`config.mk`:
```
export PLATFORM = sky130hd
export DESIGN_NAME = lab2_add_sequencer
export DESIGN_NICKNAME = d
export VERILOG_FILES = /design/src/rtl/lab2_add_sequencer_pkg.sv /design/src/rtl/lab2_add_sequencer_ripple4.sv /design/src/rtl/lab2_add_sequencer.sv
export SDC_FILE = /design/constraint.sdc
export NUM_CORES = 1
export LEC_CHECK = 0
export ABC_AREA = 1
export CAP_MARGIN = 20
export CORE_UTILIZATION = 53
export CTS_CLUSTER_DIAMETER = 120
export DETAILED_ROUTE_END_ITERATION = 7
export PLACE_DENSITY = 0.85
export SETUP_SLACK_MARGIN = 0.5
export SYNTH_ARGS = -nofsm -noshare
export SYNTH_HDL_FRONTEND = slang
export SYNTH_HIERARCHICAL = 1
export SYNTH_SLANG_ARGS = --single-unit
```
`constraint.sdc`:
```
create_clock -name clk -period 3.2 [get_ports clk]
set_input_delay 0.64 -clock clk [delete_from_list [all_inputs] [get_ports clk]]
set_output_delay 0.64 -clock clk [all_outputs]
set_load 0.005 [all_outputs]
```
`src/rtl/lab2_add_sequencer_pkg.sv`:
```
// Shared definitions for the two-requester multi-cycle adder:
// controller state encoding and the width of the shared adder slice.
package lab2_add_sequencer_pkg;

  localparam int SLICE = 4;

  typedef enum logic [1:0] {
    ST_IDLE = 2'd0,
    ST_RUN  = 2'd1,
    ST_DONE = 2'd2
  } state_e;

endpackage

```
`src/rtl/lab2_add_sequencer_ripple4.sv`:
```
// Four chained full adders. Besides the 4-bit sum it exposes the carry
// into bit 3 (c3) and the carry out of bit 3 (c4). Signed overflow of the
// top slice is c3 ^ c4.
module lab2_add_sequencer_ripple4 (
  input  logic [3:0] a,
  input  logic [3:0] b,
  input  logic       cin,
  output logic [3:0] s,
  output logic       c3,
  output logic       c4
);

  logic [4:0] c;

  // Ripple chain: the carry is propagated when a^b, otherwise generated from b.
  always_comb begin
    c    = '0;
    s    = '0;
    c[0] = cin;
    for (int i = 0; i < 4; i++) begin
      s[i]   = c[i] ^ a[i] ^ b[i];
      c[i+1] = (a[i] ^ b[i]) ? c[i] : b[i];
    end
  end

  assign c3 = c[3];
  assign c4 = c[4];

endmodule

```
`src/rtl/lab2_add_sequencer.sv`:
```
// Multi-cycle adder controller. Two requesters share one 4-bit ripple
// slice through a round-robin arbiter. Each operation adds one slice per
// cycle, with the carry held in a register between slices. A one-cycle
// done pulse then presents the result, which holds until the next done.
module lab2_add_sequencer
  import lab2_add_sequencer_pkg::*;
#(
  parameter int WIDTH = 16
) (
  input  logic             clk,
  input  logic             rst,
  input  logic             req0,
  input  logic             req1,
  input  logic [WIDTH-1:0] a0,
  input  logic [WIDTH-1:0] b0,
  input  logic [WIDTH-1:0] a1,
  input  logic [WIDTH-1:0] b1,
  input  logic             cin0,
  input  logic             cin1,
  output logic             gnt0,
  output logic             gnt1,
  output logic             busy,
  output logic             done,
  output logic             done_id,
  output logic [WIDTH-1:0] sum,
  output logic             cout,
  output logic             overflow
);

  localparam int NS = WIDTH / SLICE;
  localparam int KW = (NS > 1) ? $clog2(NS) : 1;
  localparam logic [KW-1:0] K_LAST = KW'(NS - 1);

  state_e           state_q, state_d;
  logic             last_q, last_d;
  logic [KW-1:0]    k_q, k_d;
  logic             carry_q, carry_d;
  logic [WIDTH-1:0] sum_q, sum_d;
  logic             cout_q, cout_d;
  logic             ovf_q, ovf_d;
  logic             done_id_q, done_id_d;
  // Operand capture and the partial-sum accumulator carry no reset: they
  // are always rewritten at grant before being used.
  logic [WIDTH-1:0] a_q, a_d, b_q, b_d, acc_q, acc_d;
  logic             id_q, id_d;
  logic             pick0;

  logic [3:0] sl_a, sl_b, sl_s;
  logic       sl_c3, sl_c4;

  assign sl_a = a_q[k_q*SLICE +: SLICE];
  assign sl_b = b_q[k_q*SLICE +: SLICE];

  lab2_add_sequencer_ripple4 u_slice (
    .a   (sl_a),
    .b   (sl_b),
    .cin (carry_q),
    .s   (sl_s),
    .c3  (sl_c3),
    .c4  (sl_c4)
  );

  // Next-state logic: arbitrate and latch in IDLE, add one slice per RUN cycle.
  always_comb begin
    state_d   = state_q;
    last_d    = last_q;
    k_d       = k_q;
    carry_d   = carry_q;
    sum_d     = sum_q;
    cout_d    = cout_q;
    ovf_d     = ovf_q;
    done_id_d = done_id_q;
    a_d       = a_q;
    b_d       = b_q;
    acc_d     = acc_q;
    id_d      = id_q;
    gnt0      = 1'b0;
    gnt1      = 1'b0;
    // On a tie, requester 0 wins only when requester 1 was served last.
    pick0     = req0 && (!req1 || last_q);
    unique case (state_q)
      ST_IDLE: begin
        if (!rst && (req0 || req1)) begin
          gnt0    = pick0;
          gnt1    = !pick0;
          id_d    = !pick0;
          last_d  = !pick0;
          a_d     = pick0 ? a0 : a1;
          b_d     = pick0 ? b0 : b1;
          carry_d = pick0 ? cin0 : cin1;
          acc_d   = '0;
          k_d     = '0;
          state_d = ST_RUN;
        end
      end
      ST_RUN: begin
        acc_d[k_q*SLICE +: SLICE] = sl_s;
        carry_d = sl_c4;
        k_d     = k_q + 1'b1;
        if (k_q == K_LAST) begin
          sum_d     = acc_d;
          cout_d    = sl_c4;
          ovf_d     = sl_c3 ^ sl_c4;
          done_id_d = id_q;
          k_d       = '0;
          state_d   = ST_DONE;
        end
      end
      ST_DONE: state_d = ST_IDLE;
      default: state_d = ST_IDLE;
    endcase
  end

  // Control and result registers with synchronous reset.
  always_ff @(posedge clk) begin
    if (rst) begin
      state_q   <= ST_IDLE;
      last_q    <= 1'b1;
      k_q       <= '0;
      carry_q   <= 1'b0;
      sum_q     <= '0;
      cout_q    <= 1'b0;
      ovf_q     <= 1'b0;
      done_id_q <= 1'b0;
    end else begin
      state_q   <= state_d;
      last_q    <= last_d;
      k_q       <= k_d;
      carry_q   <= carry_d;
      sum_q     <= sum_d;
      cout_q    <= cout_d;
      ovf_q     <= ovf_d;
      done_id_q <= done_id_d;
    end
  end

  // Operand and accumulator registers; no reset needed.
  always_ff @(posedge clk) begin
    a_q   <= a_d;
    b_q   <= b_d;
    acc_q <= acc_d;
    id_q  <= id_d;
  end

  assign busy     = (state_q != ST_IDLE);
  assign done     = (state_q == ST_DONE);
  assign done_id  = done_id_q;
  assign sum      = sum_q;
  assign cout     = cout_q;
  assign overflow = ovf_q;

endmodule
```
; Word-level counts from Yosys, hierarchy flattened
; Index checks and enable logic that the tools add are counted.
[totals]
out_inout_bits = 23
ff_bits = 74
[op_classes]
n_reduce_logical = 14
shifts = 4
addsub = 2
n_eq_ne = 5
n_bitwise = 13
n_mux = 22
[ops]
columns = cell, n
row1 = 16-bit two-way mux, 3
row2 = 4-bit negator with 34-bit output, 1
row3 = "4-bit by 34-bit variable shift with 16-bit output, first input constant", 1
row4 = 4-bit by 34-bit variable part select with 16-bit output, 1
row5 = 16-bit one-hot mux with 2 select lines, 1
row6 = 16-bit by 5-bit variable part select with 4-bit output, 2
row7 = 16-bit bitwise mux, 1
row8 = 1-bit XOR, 13
row9 = 1-bit two-way mux, 10
row10 = 2-bit two-way mux, 4
row11 = 2-bit one-hot mux with 2 select lines, 2
row12 = 2-bit AND reduction, 4
row13 = "2-bit equality test, second input constant", 2
row14 = "2-bit != test, second input constant", 2
row15 = 2-bit nonzero test, 2
row16 = 1-bit logical NOT, 3
row17 = "2-bit by 1-bit adder with 2-bit output, second input constant", 1
row18 = "2-bit by 1-bit equality test with 1-bit output, second input constant", 1
row19 = 1-bit logical AND, 2
row20 = 2-bit logical NOT, 1
row21 = 1-bit logical OR, 2
row22 = 1-bit one-hot mux with 2 select lines, 1

; Longest topological paths before layout
[depth]
word_depth = 10
depth_mapped = 17
depth_no_buf = 16

; Cells and area by module
; Netlist, hierarchy kept.
[modules_own_cells]
columns = module, cells_each, seq_area_each_um2, instances, area_per_inst_um2
row1 = lab2_add_sequencer, 409, 1971.9, 1, 3529.6
row2 = lab2_add_sequencer_ripple4, 27, 0.0, 1, 163.9

; Worst setup path before layout
; Ideal clock, no wire load.
[synth_path]
path_kind = register to register
start = register k_q[0]
end = register acc_q[7], data pin
arrival_time_ns = 1.887
path_stages_with_launch = 15
t_required_ns = 2.943
setup_time_ns = 0.257
path_slack_ns = 1.056
cell_sequence = dfxtp_1 -> buf_4 -> buf_4 -> nor2_1 -> o22ai_1 -> xor2_4 -> nand2_2 -> nand2_2 -> nand2_2 -> nand2_1 -> inv_1 -> nand2_1 -> o21ai_0 -> inv_1 -> nor2_1
[synth_via]
word_cells_on_any_way = 21
cone_classes = 1 x add/sub / 4 x shift / 5 x mux / 11 x bitwise
[synth_lines]
columns = item, line_no
row1 = from (decl), lab2_add_sequencer.sv:36  ; logic [KW-1:0] k_q, k_d;
row2 = from (signal assigned), lab2_add_sequencer.sv:128  ; k_q <= k_d;
row3 = 16-bit by 5-bit variable part select with 4-bit output, lab2_add_sequencer.sv:51  ; assign sl_a = a_q[k_q*SLICE +: SLICE];
row4 = via sl_a[2], lab2_add_sequencer.sv:48  ; logic [3:0] sl_a, sl_b, sl_s;
row5 = 1-bit XOR, lab2_add_sequencer_ripple4.sv:22  ; c[i+1] = (a[i] ^ b[i]) ? c[i] : b[i];
row6 = 1-bit two-way mux, lab2_add_sequencer_ripple4.sv:22
row7 = via sl_c3, lab2_add_sequencer.sv:49  ; logic sl_c3, sl_c4;
row8 = 1-bit XOR (2 in series), lab2_add_sequencer_ripple4.sv:21  ; s[i] = c[i] ^ a[i] ^ b[i];
row9 = via sl_s[3], lab2_add_sequencer.sv:48
row10 = 4-bit by 34-bit variable part select with 16-bit output, lab2_add_sequencer.sv:97  ; acc_d[k_q*SLICE +: SLICE] = sl_s;
row11 = 16-bit bitwise mux, lab2_add_sequencer.sv:97
row12 = 16-bit one-hot mux with 2 select lines, lab2_add_sequencer.sv:81  ; unique case (state_q)
row13 = to (signal assigned), lab2_add_sequencer.sv:141  ; acc_q <= acc_d;
row14 = to (decl), lab2_add_sequencer.sv:44  ; logic [WIDTH-1:0] a_q, a_d, b_q, b_d, acc_q, acc_d;
; The timed path passes the listed nets, and every way through them passes these cells.
; A chain may end at the register's enable or synchronous reset.

; Final worst setup path
[layout_path]
start = input req1
end = output gnt1
[layout_via]
elab_chain_len = 6
word_cells_on_any_way = 8
cone_classes = 2 x mux / 6 x reduce/logical
[layout_rtl]
columns = item, line_no
row1 = from (decl), lab2_add_sequencer.sv:13  ; input logic req1,
row2 = 1-bit logical NOT, lab2_add_sequencer.sv:80  ; pick0 = req0 && (!req1 || last_q);
row3 = 1-bit logical OR, lab2_add_sequencer.sv:80
row4 = 1-bit logical AND, lab2_add_sequencer.sv:80
row5 = 1-bit logical NOT, lab2_add_sequencer.sv:85  ; gnt1 = !pick0;
row6 = 1-bit two-way mux (*), lab2_add_sequencer.sv:83  ; if (!rst && (req0 || req1)) begin
row7 = 1-bit two-way mux (*), lab2_add_sequencer.sv:81
row8 = to (decl), lab2_add_sequencer.sv:21  ; output logic gnt1,
; Every way passes the cells marked *; elsewhere a longest branch is shown, timed or not.

==> metrics.csv <==
stage,metric,value,unit
sta,slew_violations,0,
min_path,hold-path-cell-count,2,
grt,grt_antenna_before_repair,0,
placement,gp_congestion,0.871,
grt,gr-total-overflow,0,
floorplanning,chipWidth,85.5,µm
placement,io_buffers,92,
cts,register_clock_pin_slew_on_the_reported_worst_setup_and_hold_paths,0.08,ns
worst_setup_path,timing.reg2reg.setup_slack,0.77,ns
power_and_ir_drop,netSwitchingPower,0.000657,W
floorplanning,chipHeight,85.5,µm
worst_setup_path,crit_path_end_kind,output port,
yosys,yosys.cell_count.top_type,nand2_1,
cts,cts_tree,done,
worst_setup_path,reg2reg_to,acc_q[10],
yosys,mappedNetlistNets,512,
worst_setup_path,critPathMaxStageDelay,0.51,ns
cts,cts-htree-levels,3,
layout,layout-drive-gt1-share,0.102,
run,timing.max_cap.violations,0,
cts,cts_root_buf,clkbuf_8,
worst_setup_path,cp_max_stage_cell,clkdlybuf4s50_1,
sta,post-route-min-period,2.66,ns
cts,cts_max_path_bufs,2,
worst_setup_path,path_buf_inv,3,
yosys,postSynthCellCount,436,
power_and_ir_drop,vdd_ir_drop_max,0.236,mV
worst_setup_path,cp_max_fo,17,
sta,finClkSkew,0.00948,ns
grt,grt_first_pass_wirelength,13600,µm
floorplanning,fp-row-count,30,
yosys,post_synth_edffs,49,
placement,placedCellCount,596,
yosys,synth_commonest_cells,"145 x nand2_1, 49 x edfxtp_1, 43 x nor2_1, 40 x inv_1, 26 x nand3_1",
worst_setup_path,worstReg2RegStart,k_q[0],
power_and_ir_drop,pwr-share-seq,0.471,
cts,clock_latency,0.35,ns
yosys,mappedNetlistArea,3690,µm²
cts,clock_sinks,74,
layout,antennaDiodeCount,0,
power_and_ir_drop,static-leakage-power,2.15,nW
layout,finalNonFillerCells,617,
yosys,synth_top_area_cell,edfxtp_1,
sta,worstMarginPinSlew,0.734,ns
min_path,hp-class,reg -> reg,
cts,cts.hold.buffers_added,0,
worst_setup_path,required,2.56,ns
floorplanning,floorplan.initialDensity,0.547,
layout,final_net_count,608,
status,status,"finished, final reports clean",
grt,grt_start_max_net_pins,35,
grt,globalRouteTotalUtil,0.241,
worst_setup_path,crit_chain,clkdlybuf4s50_1 > nand2_2 > nand2_4 > inv_8 > nor2_2 > clkdlybuf4s50_1,
route,postRouteAntennaNets,0,
sta,timing.hold.ws,0.472,ns
worst_setup_path,worst_setup_path_start_kind,primary input,
min_path,worst_hold_end,overflow,
power_and_ir_drop,comb_power_share,0.202,
route,drc,0,
worst_setup_path,cp.arrival,2.02,ns
yosys,synth_flop_cell,edfxtp_1,
route,initialDrtViolationCount,173,
sta,setup-tns-final,0,ns
yosys,ys_top_cells_by_area,"edfxtp_1 40%, nand2_1 15%, dfxtp_1 14%, nor2_1 4.4%, inv_1 4.1%",
sta,min_period_over_period,0.831,
layout,multi_input_area,1450,µm²
route,vias_after_detailed_routing,3156,
floorplanning,floorplan.core_area,6760,µm²
grt,vias_in_the_first_global_route,3158,
yosys,synth_seq_cells,74,
worst_setup_path,timing.critical_path.max_delay_family,buffers and inverters,
sta,worst_slew_margin_rel,0.510,
sta,final-hold-violation-count,0,
yosys,synth_top_cell_area_share,0.398,
layout,area_growth_synth_to_finish,33.4,%
yosys,synth-seq-area-share,0.534,
placement,placed_cell_area,4630,µm²
power_and_ir_drop,share_clk_of_total_power,0.327,
worst_setup_path,setup.worst_path.class,in -> out,
sta,timing.fmax,376,MHz
sta,final-setup-viol-count,0,
layout,final.fill_count,499,
yosys,post_synth.cell_area_avg,8.47,µm²
min_path,hold_path_startpoint,overflow,
worst_setup_path,reg2regPathDepth,12,
route,wl,8070,µm
layout,layout.cell_area.non_filler,4930,µm²
route,vias_per_cell,5.12,
floorplanning,ios,93,
yosys,synthesis.yosys.warnings,6,
sta,unrepaired_setup_endpoints_after_global_routing,yes,
yosys,yosys.cell_types.count,29,
worst_setup_path,critPathMostFrequentCell,clkdlybuf4s50_1,
power_and_ir_drop,power_per_cell_area,482,nW/µm²
placement,dp_hpwl,5600,µm
route,firstDrtPassIters,5,
yosys,async_reset_ff_frac,0,
floorplanning,design.die.area,7310,µm²
layout,seqCellArea,1970,µm²
power_and_ir_drop,cellInternalPower,0.00172,W
power_and_ir_drop,power.share.switching,0.277,
route,drt-wirelength-per-cell,13.1,µm
cts,cts_inserted_buffers,9,
## how the worst max path moves through the flow
| stage | startpoint | to | cells past startpoint | slack (ns) |
|---|---|---|---|---|
| after floorplan | k_q[0] | acc_q[7] | 14 | 1.06 |
| after global placement | req0 | gnt1 | 5 | 0.43 |
| after detailed placement | req0 | gnt1 | 5 | 0.37 |
| after CTS | req1 | gnt0 | 6 | 0.50 |
| after global routing | req1 | gnt1 | 6 | 0.47 |
| final | req1 | gnt1 | 6 | 0.54 |
## power groups by stage
stage	Clock (W)	Combinational (W)	Sequential [W]
after floorplan	0	0.000302	0.00113
after global placement	0	0.000443	0.00114
after detailed placement	0	0.000457	0.00114
after CTS	0.000781	0.000471	0.00112
after global routing	0.000826	0.000534	0.00113
final	0.000776	0.000480	0.00112
## kinds of logic after synthesis
group	Yosys count	share of synthesized area
and+or+nand+nor	230	0.264
AOI/OAI and AO/OA	57	0.0833
buffers and inverters	64	0.0820
xor gates and xnor gates	5	0.0169
DFF	74	0.534
adders and majority gates	6	0.0203
## tightest hold or removal path: cells and delay by family (launching register included)
family             cells  cell delay (ns)
DFF                    1             0.31
and+or+nand+nor        1             0.06
AOI/OAI and AO/OA      1             0.06
## placed cells by master, fill, tap and decap left out, drive strengths merged
master	count
o21ai	31
dlymetal6s2s	1
and2	1
nand3	29
o21a	1
edfxtp	49
clkdlybuf4s50	90
xnor2	1
o22ai	16
clkinv	1
inv	50
nand4	2
buf	9
a21oi	9
clkbuf	13
dlygate4sd2	1
nand2	152
dfxtp	25
ha	6
xor2	4
nor2	45
nor3	1
## layer usage
metal,global-route usage,part of all wire
met5,0,0
met4,0.108,0.019
met3,0.0603,0.059
met2,0.443,0.52
met1,0.260,0.40
## sequential cells by signal, indices dropped and copies added (netlist names)
register / flops
cout: 1
b_q: 16
state_q: 2
last_q: 1
a_q: 16
overflow: 1
carry_q: 1
acc_q: 16
sum: 16
k_q: 2
done_id: 1
id_q: 1
## stage by stage
stage	worst slack (ns)	util	total power [W]
after global routing	0.473	0.729	0.00249
after global placement	0.435	0.685	0.00158
after detailed placement	0.365	0.685	0.00160
after floorplan	1.06	-	0.00143
after CTS	0.504	0.724	0.00237
final	0.541	0.729	0.00238
## what timing repair did
action / CTS / global route
resized for setup: 9 / 6
pin swaps: 3 / 3
cloned: 1 / 0
setup buffers: 1 / 3
setup endpoints to repair: 2 / 19
## layout make-up
cell class / instances / area share
clock buffers: 13 / 0.0409
clock inverters: 3 / 0.00482
inverters: 47 / 0.0378
multi-input cells: 298 / 0.294
flip-flops and latches: 74 / 0.400
well taps: 80 / 0.0203
repair buffers: 101 / 0.201
repair inverters: 1 / 0.00127
Note: power is estimated with default switching activity, not from simulation.
